`src/rtl/pipeline_hazard_ctrl_if.sv`:
```
// rtl/pipeline_hazard_ctrl_if.sv - hazard inputs and stall/flush controls between pipeline and sequencer
interface pipeline_hazard_ctrl_if;
  logic [4:0] id_rs1_addr;
  logic [4:0] id_rs2_addr;
  logic       id_uses_rs2;
  logic       id_fence;
  logic [4:0] ex_rd_addr;
  logic       ex_mem_rd;
  logic       ex_branch;
  logic       ex_prediction;
  logic       ex_taken;
  logic       mem_busy;
  logic       pc_stall;
  logic       if_id_stall;
  logic       if_id_flush;
  logic       id_ex_flush;
  logic       be_hold;
  logic       redirect;

  // Pipeline side: reports stage contents, obeys the controls
  modport master (
    output id_rs1_addr, id_rs2_addr, id_uses_rs2, id_fence,
    output ex_rd_addr, ex_mem_rd, ex_branch, ex_prediction, ex_taken, mem_busy,
    input  pc_stall, if_id_stall, if_id_flush, id_ex_flush, be_hold, redirect
  );

  // Sequencer side
  modport slave (
    input  id_rs1_addr, id_rs2_addr, id_uses_rs2, id_fence,
    input  ex_rd_addr, ex_mem_rd, ex_branch, ex_prediction, ex_taken, mem_busy,
    output pc_stall, if_id_stall, if_id_flush, id_ex_flush, be_hold, redirect
  );
endinterface

```
`src/rtl/pipeline_hazard_ctrl.sv`:
```
// rtl/pipeline_hazard_ctrl.sv - stall/flush sequencer for the 5-stage pipeline
module pipeline_hazard_ctrl #(
  parameter int CNT_W        = 16,
  parameter int DRAIN_CYCLES = 3,
  parameter int TIMEOUT      = 255
) (
  input  logic                 clk,
  input  logic                 rst_n,
  pipeline_hazard_ctrl_if.slave hz,
  output logic                 mem_timeout,
  output logic [CNT_W-1:0]     stall_cnt,
  output logic [CNT_W-1:0]     flush_cnt
);

  localparam logic [1:0] S_RUN   = 2'd0;
  localparam logic [1:0] S_HOLD  = 2'd1;
  localparam logic [1:0] S_DRAIN = 2'd2;

  logic [1:0]  state, state_nxt;
  logic [3:0]  dcnt, dcnt_nxt;
  logic [15:0] tcnt, tcnt_nxt;
  logic        fence_pass, fence_set;
  logic        mispredict, load_use, fence_req, use_run;
  logic        pc_stall, if_id_stall, if_id_flush, id_ex_flush, be_hold, redirect;

  assign mispredict = hz.ex_branch & (hz.ex_prediction != hz.ex_taken);
  assign load_use   = hz.ex_mem_rd & (hz.ex_rd_addr != 5'd0) &
                      ((hz.ex_rd_addr == hz.id_rs1_addr) |
                       (hz.id_uses_rs2 & (hz.ex_rd_addr == hz.id_rs2_addr)));
  // A fence that has already drained must be let through, otherwise it re-stalls forever while held in ID
  assign fence_req  = hz.id_fence & ~fence_pass;

  // Consecutive mem_busy cycles, saturating; cleared by any ready cycle
  assign tcnt_nxt = !hz.mem_busy ? 16'd0 : ((tcnt == 16'hFFFF) ? tcnt : tcnt + 16'd1);

  // Control outputs and next state from current state and hazard terms
  always_comb begin
    pc_stall    = 1'b0;
    if_id_stall = 1'b0;
    if_id_flush = 1'b0;
    id_ex_flush = 1'b0;
    be_hold     = 1'b0;
    redirect    = 1'b0;
    state_nxt   = state;
    dcnt_nxt    = dcnt;
    fence_set   = 1'b0;
    use_run     = 1'b0;
    if (rst_n) begin
      case (state)
        S_DRAIN: begin
          if (hz.mem_busy) begin
            pc_stall    = 1'b1;
            if_id_stall = 1'b1;
            id_ex_flush = 1'b1;
            be_hold     = 1'b1;
          end else if (mispredict) begin
            redirect    = 1'b1;
            if_id_flush = 1'b1;
            id_ex_flush = 1'b1;
            state_nxt   = S_RUN;
          end else begin
            pc_stall    = 1'b1;
            if_id_stall = 1'b1;
            id_ex_flush = 1'b1;
            if (dcnt <= 4'd1) begin
              state_nxt = S_RUN;
              fence_set = 1'b1;
            end else begin
              dcnt_nxt = dcnt - 4'd1;
            end
          end
        end
        S_HOLD: begin
          if (hz.mem_busy) begin
            pc_stall    = 1'b1;
            if_id_stall = 1'b1;
            be_hold     = 1'b1;
          end else begin
            use_run = 1'b1;
          end
        end
        default: use_run = 1'b1;
      endcase

      if (use_run) begin
        state_nxt = S_RUN;
        if (hz.mem_busy) begin
          pc_stall    = 1'b1;
          if_id_stall = 1'b1;
          be_hold     = 1'b1;
          state_nxt   = S_HOLD;
        end else if (mispredict) begin
          redirect    = 1'b1;
          if_id_flush = 1'b1;
          id_ex_flush = 1'b1;
        end else if (load_use) begin
          pc_stall    = 1'b1;
          if_id_stall = 1'b1;
          id_ex_flush = 1'b1;
        end else if (fence_req) begin
          pc_stall    = 1'b1;
          if_id_stall = 1'b1;
          id_ex_flush = 1'b1;
          if (DRAIN_CYCLES > 1) begin
            state_nxt = S_DRAIN;
            dcnt_nxt  = 4'(DRAIN_CYCLES - 1);
          end else begin
            fence_set = 1'b1;
          end
        end
      end
    end
  end

  assign hz.pc_stall    = pc_stall;
  assign hz.if_id_stall = if_id_stall;
  assign hz.if_id_flush = if_id_flush;
  assign hz.id_ex_flush = id_ex_flush;
  assign hz.be_hold     = be_hold;
  assign hz.redirect    = redirect;

  // State, drain/timeout counters, fence release flag and sticky timeout
  always_ff @(posedge clk or negedge rst_n) begin
    if (!rst_n) begin
      state       <= S_RUN;
      dcnt        <= 4'd0;
      tcnt        <= 16'd0;
      fence_pass  <= 1'b0;
      mem_timeout <= 1'b0;
    end else begin
      state       <= state_nxt;
      dcnt        <= dcnt_nxt;
      tcnt        <= tcnt_nxt;
      fence_pass  <= fence_set | (fence_pass & if_id_stall);
      if (tcnt_nxt == 16'(TIMEOUT)) mem_timeout <= 1'b1;
    end
  end

  // Saturating performance counters
  always_ff @(posedge clk or negedge rst_n) begin
    if (!rst_n) begin
      stall_cnt <= '0;
      flush_cnt <= '0;
    end else begin
      if (pc_stall && (stall_cnt != {CNT_W{1'b1}})) stall_cnt <= stall_cnt + CNT_W'(1);
      if (if_id_flush && (flush_cnt != {CNT_W{1'b1}})) flush_cnt <= flush_cnt + CNT_W'(1);
    end
  end

endmodule

```
`src/flat_wrapper.sv`:
```
// flat-port wrapper written by rule: the top's interface ports become plain ports
module pipeline_hazard_ctrl_flat 
#(
  parameter int CNT_W        = 16,
  parameter int DRAIN_CYCLES = 3,
  parameter int TIMEOUT      = 255
)
  (clk, rst_n, mem_timeout, stall_cnt, flush_cnt, hz_id_rs1_addr, hz_id_rs2_addr, hz_id_uses_rs2, hz_id_fence, hz_ex_rd_addr, hz_ex_mem_rd, hz_ex_branch, hz_ex_prediction, hz_ex_taken, hz_mem_busy, hz_pc_stall, hz_if_id_stall, hz_if_id_flush, hz_id_ex_flush, hz_be_hold, hz_redirect);
  pipeline_hazard_ctrl_if hz_i ();
  input  logic clk;
  input  logic rst_n;
  output logic mem_timeout;
  output logic [CNT_W-1:0] stall_cnt;
  output logic [CNT_W-1:0] flush_cnt;
  input wire logic [$bits(hz_i.id_rs1_addr)-1:0] hz_id_rs1_addr;
  input wire logic [$bits(hz_i.id_rs2_addr)-1:0] hz_id_rs2_addr;
  input wire logic [$bits(hz_i.id_uses_rs2)-1:0] hz_id_uses_rs2;
  input wire logic [$bits(hz_i.id_fence)-1:0] hz_id_fence;
  input wire logic [$bits(hz_i.ex_rd_addr)-1:0] hz_ex_rd_addr;
  input wire logic [$bits(hz_i.ex_mem_rd)-1:0] hz_ex_mem_rd;
  input wire logic [$bits(hz_i.ex_branch)-1:0] hz_ex_branch;
  input wire logic [$bits(hz_i.ex_prediction)-1:0] hz_ex_prediction;
  input wire logic [$bits(hz_i.ex_taken)-1:0] hz_ex_taken;
  input wire logic [$bits(hz_i.mem_busy)-1:0] hz_mem_busy;
  output wire logic [$bits(hz_i.pc_stall)-1:0] hz_pc_stall;
  output wire logic [$bits(hz_i.if_id_stall)-1:0] hz_if_id_stall;
  output wire logic [$bits(hz_i.if_id_flush)-1:0] hz_if_id_flush;
  output wire logic [$bits(hz_i.id_ex_flush)-1:0] hz_id_ex_flush;
  output wire logic [$bits(hz_i.be_hold)-1:0] hz_be_hold;
  output wire logic [$bits(hz_i.redirect)-1:0] hz_redirect;
  assign hz_i.id_rs1_addr = hz_id_rs1_addr;
  assign hz_i.id_rs2_addr = hz_id_rs2_addr;
  assign hz_i.id_uses_rs2 = hz_id_uses_rs2;
  assign hz_i.id_fence = hz_id_fence;
  assign hz_i.ex_rd_addr = hz_ex_rd_addr;
  assign hz_i.ex_mem_rd = hz_ex_mem_rd;
  assign hz_i.ex_branch = hz_ex_branch;
  assign hz_i.ex_prediction = hz_ex_prediction;
  assign hz_i.ex_taken = hz_ex_taken;
  assign hz_i.mem_busy = hz_mem_busy;
  assign hz_pc_stall = hz_i.pc_stall;
  assign hz_if_id_stall = hz_i.if_id_stall;
  assign hz_if_id_flush = hz_i.if_id_flush;
  assign hz_id_ex_flush = hz_i.id_ex_flush;
  assign hz_be_hold = hz_i.be_hold;
  assign hz_redirect = hz_i.redirect;
  pipeline_hazard_ctrl #(.CNT_W(CNT_W), .DRAIN_CYCLES(DRAIN_CYCLES), .TIMEOUT(TIMEOUT)) u_core (.clk(clk), .rst_n(rst_n), .hz(hz_i), .mem_timeout(mem_timeout), .stall_cnt(stall_cnt), .flush_cnt(flush_cnt));
endmodule
```
`config.mk`:
```
export PLATFORM = sky130hd
export DESIGN_NAME = pipeline_hazard_ctrl_flat
export DESIGN_NICKNAME = d
export VERILOG_FILES = /design/src/rtl/pipeline_hazard_ctrl_if.sv /design/src/rtl/pipeline_hazard_ctrl.sv /design/src/flat_wrapper.sv
export SDC_FILE = /design/constraint.sdc
export NUM_CORES = 1
export LEC_CHECK = 0
export CAP_MARGIN = 20
export CORE_MARGIN = 8
export CORE_UTILIZATION = 52
export DETAILED_ROUTE_END_ITERATION = 7
export PLACE_DENSITY_LB_ADDON = 0.1
export SLEW_MARGIN = 25
export SYNTH_ARGS = -nofsm -noshare
export SYNTH_HDL_FRONTEND = slang
export SYNTH_SLANG_ARGS = --single-unit
export TNS_END_PERCENT = 100
```
`constraint.sdc`:
```
create_clock -name clk -period 5 [get_ports clk]
set_clock_uncertainty 0.1 [all_clocks]
set_input_delay 1.5 -clock clk [delete_from_list [all_inputs] [get_ports clk]]
set_output_delay 1.5 -clock clk [all_outputs]
set_load 0.03 [all_outputs]
```
==> impl_table.tex, run 1 <==
\begin{tabular}{lr}
\hline
Metric & Value \\
\hline
\multicolumn{2}{l}{\textbf{Detailed routing}} \\
Avg Vias per Cell & 5.51 \\
Total via count in the routed design & 2,597 \\
DR top layer & met4 \\
Number of nets with antenna violations after detailed routing & 0 \\
DRT Pass-1 Iters & 4 \\
Met3 Routed Length & 333 um \\
Metal-1 WL & 3350 um \\
First DRT Iteration DRCs & 117 \\
Post-route DRC violation count & 0 \\
Met2 layer wire length in the routed design & 3410 um \\
Average routed wire per standard cell & 15.1 um \\
Aggregate routed wire length & 7130 um \\
\multicolumn{2}{l}{\textbf{Critical path}} \\
Max stage delay cell, worst path & or4\_1 \\
Highest fanout seen on the critical path & 3 \\
Startpoint of the worst register-to-register path & u\_core.state[0] \\
Required time of the worst setup path & 3.40 ns \\
Cell breakdown of the critical path & clkdlybuf4s50\_1 > or4\_1 > o21ai\_1 > inv\_2 > buf\_4 > a21oi\_1 > a21oi\_1 > nor2\_1 > nor2\_1 > buf\_4 \\
Critical Path Start & hz\_ex\_rd\_addr[2] \\
Kind of launch point of the worst setup path & input pin \\
Setup slack of the worst register-to-register path & 2.32 ns \\
Data arrival time of the worst path & 3.31 ns \\
Buffering stage count on the worst path with inverters included & 4 \\
Worst setup path class & in2out \\
Delay of the slowest cell on the worst path & 0.48 ns \\
Dominant delay contributor by cell family on the critical path & buffers and inverters \\
Endpoint type of the worst setup path & output pin \\
\multicolumn{2}{l}{\textbf{Clock network}} \\
Max Root-Sink Buffers & 2 \\
Buffer type at the clock tree root & clkbuf\_8 \\
TritonCTS clock tree & yes \\
Worst-skew pair later-pin latency & 0.30 ns \\
Clock sink count & 56 \\
H-tree levels & 2 \\
Number of CTS-inserted buffers & 5 \\
Clock transition at the registers of the reported paths & 0.10 ns \\
\multicolumn{2}{l}{\textbf{Layout}} \\
Register area & 1400 um2 \\
Number of standard cells in the final layout excluding fillers & 471 \\
Nets@finish & 426 \\
Area grow syn2layout & 25.9\% \\
Share of final-layout standard cells stronger than drive strength 1 & 10.9\% \\
Area of the multi-input gates & 1690 um2 \\
Antenna Cells & 0 \\
Fill cell count & 494 \\
Fin util & 68.0\% \\
\multicolumn{2}{l}{\textbf{Logic synthesis}} \\
Top cells by area in the synthesized netlist & dfrtp\_1 (44\%), xnor2\_1 (10\%), nand2\_1 (3.6\%) \\
Cell type with the largest total area after synthesis & dfrtp\_1 \\
Most frequent cells after synthesis & dfrtp\_1 (56), xnor2\_1 (38), nand2\_1 (31) \\
Predominant post-synthesis flop cell & dfrtp\_1 \\
Fraction of the yosys area taken by sequential cells & 43.8\% \\
Post-synth EDFFs & 0 \\
Area share of the largest cell type after synthesis & 43.8\% \\
Mean cell area of the mapped netlist & 9.84 um2 \\
Synth cell types & 53 \\
Count leader, synth & dfrtp\_1 \\
Nets in the synthesized netlist & 356 \\
Async set-or-reset flop fraction in the synthesized netlist & 100\% \\
Cells after synthesis & 325 \\
Summed instance area of the synthesized netlist & 3200 um2 \\
Flip-flop and latch count after synthesis & 56 \\
Yosys warning total & 0 \\
\multicolumn{2}{l}{\textbf{Timing}} \\
Rel. slew slack & 51.0\% \\
Number of setup violations in the final report & 0 \\
Setup\_tns & 0 ns \\
Worst-margin pin slew & 0.734 ns \\
Achievable clock frequency & 204 MHz \\
Slew Limit Fails & 0 \\
Final Hold Slack & 0.391 ns \\
Post-layout minimum cycle time & 4.91 ns \\
Share of the cycle needed by the critical path after routing & 98.2\% \\
Number of hold violations in the final report & 0 \\
Unrepaired setup endpoints after global routing & no \\
\multicolumn{2}{l}{\textbf{Die}} \\
Core region area & 5920 um2 \\
Number of primary I/O pins & 63 \\
Die outline height & 94.4 um \\
Die span in x & 94.4 um \\
Area of the die & 8910 um2 \\
Initial core utilization & 54.0\% \\
Site Rows & 28 \\
\multicolumn{2}{l}{\textbf{Power}} \\
Leakage power & 0.00176 uW \\
Max rail drop VDD & 0.322 mV \\
Pwr/cell area & 325 nW/um2 \\
\multicolumn{2}{l}{\textbf{Min path}} \\
Hold Crit Class & reg2reg \\
Start point of the worst hold path & u\_core.mem\_timeout \\
\multicolumn{2}{l}{\textbf{Outcome}} \\
Status & finished clean \\
\multicolumn{2}{l}{\textbf{Placement}} \\
Placed Instances & 463 \\
Weighted congestion reported at the end of routability-driven placement & 0.853 \\
HPWL Detailed & 5310 um \\
Number of input and output port buffers inserted & 62 \\
\multicolumn{2}{l}{\textbf{GRT}} \\
Via count of the first global-routing pass & 2,618 \\
Number of antenna violations at the first check in global routing & 0 \\
Wire length of the first global-routing pass & 12,000 um \\
Maximum number of pins on one net before global-route repair & 61 \\
Total Routing Usage GR & 16.4\% \\
Total overflow reported by the global router & 0 \\
\multicolumn{2}{l}{\textbf{Flow run}} \\
Number of maximum-capacitance violations & 0 \\
\hline
\end{tabular}
-- power breakdown --
| group | internal (uW) | switching (uW) |
|---|---|---|
| sequential | 507 | 63.6 |
| combinational | 190 | 255 |
| clock | 149 | 143 |
-- placed cells by master (no fill, tap or decap), types with 3 or more instances in the layout --
cell / instances
xnor2_1: 38
nand2_1: 31
nand4_1: 10
dfrtp_1: 56
ha_1: 7
and4_1: 7
o21ai_0: 11
a21oi_1: 10
nor4_1: 3
xor2_1: 11
and2_1: 8
nand3_1: 19
buf_4: 18
clkbuf_8: 5
inv_1: 11
a31oi_1: 3
clkdlybuf4s50_1: 53
nand4_2: 4
and3_1: 9
nor2_1: 29
nor3_1: 6
-- flip-flops by register name, indices dropped and copies added, names as in the netlist --
register and count:
u_core.state 2, u_core.fence_pass 1, u_core.mem_timeout 1, u_core.flush_cnt 16, u_core.stall_cnt 16, u_core.dcnt 4
u_core.tcnt 16
-- worst reg2reg max path, delay by kind of cell, from the launching register on --
family | cells | cell delay [ns]
flip-flops | 1 | 0.39
AND/OR/NAND/NOR | 2 | 0.81
multiplexers | 1 | 0.40
adder cells (fa/ha/maj) | 1 | 0.29
buffers and inverters | 2 | 0.24
AO/OA/AOI/OAI | 2 | 0.35
-- cell type report --
class / instances / share of cell area (%)
flip-flops and latches: 56 / 34.8
clock buffers: 6 / 1.80
clock inverters: 2 / 0.870
well taps: 75 / 2.33
repair buffers: 74 / 17.1
inverters: 12 / 1.12
multi-input cells: 246 / 42.0
-- logic make-up (layout without fill, tap and decap cells) --
family,after synthesis,in the layout,synth area share (%)
and+or+nand+nor,142,142,25.3
DFF,56,56,43.8
xor gates and xnor gates,49,49,13.4
AOI/OAI and AO/OA,43,43,9.43
buffers and inverters,23,94,3.60
adders and majority gates,7,7,2.74
muxes,5,5,1.68
-- routing by layer --
layer / vias up / GRT usage (%)
li1: 1280 / -
met1: 1257 / 20.2
met2: 56 / 27.8
met3: 4 / 4.21
met4: 0 / 4.10
met5: - / 0
-- worst paths after layout --
| check | endpoint | cells after the start |
|---|---|---|
| max | hz_id_ex_flush | 10 |
| min | u_core.mem_timeout | 1 |
| max reg2reg | u_core.stall_cnt[1] | 8 |
| min reg2reg | u_core.mem_timeout | 1 |
| max in group asynchronous | u_core.dcnt[3] | 2 |
| min in group asynchronous | u_core.tcnt[12] | 2 |
-- stage by stage --
stage / total power, uW / area [um2] / setup WS (ns)
final: 1310 / 4030 / 0.0903
after global routing: 1380 / 4030 / 0.0153
after CTS: 1320 / 4020 / 0.0724
after detailed placement: 1030 / 3920 / -0.468
after global placement: 1020 / 3920 / -0.435
after floorplan: 854 / 3200 / 0.290
-- timing repair --
action	CTS	global route
cloned	0	0
buffers inserted	0	0
hold buffers	0	0
resized for setup	15	1
setup endpoints to repair	3	1
No activity file was read; power rests on OpenSTA's default activity.
==> run 2: changes to the inputs <==
- SLEW_MARGIN: 25 -> 40
==> results of run 2 <==
Final layout, timing and power as in run 1 (identical DEF).
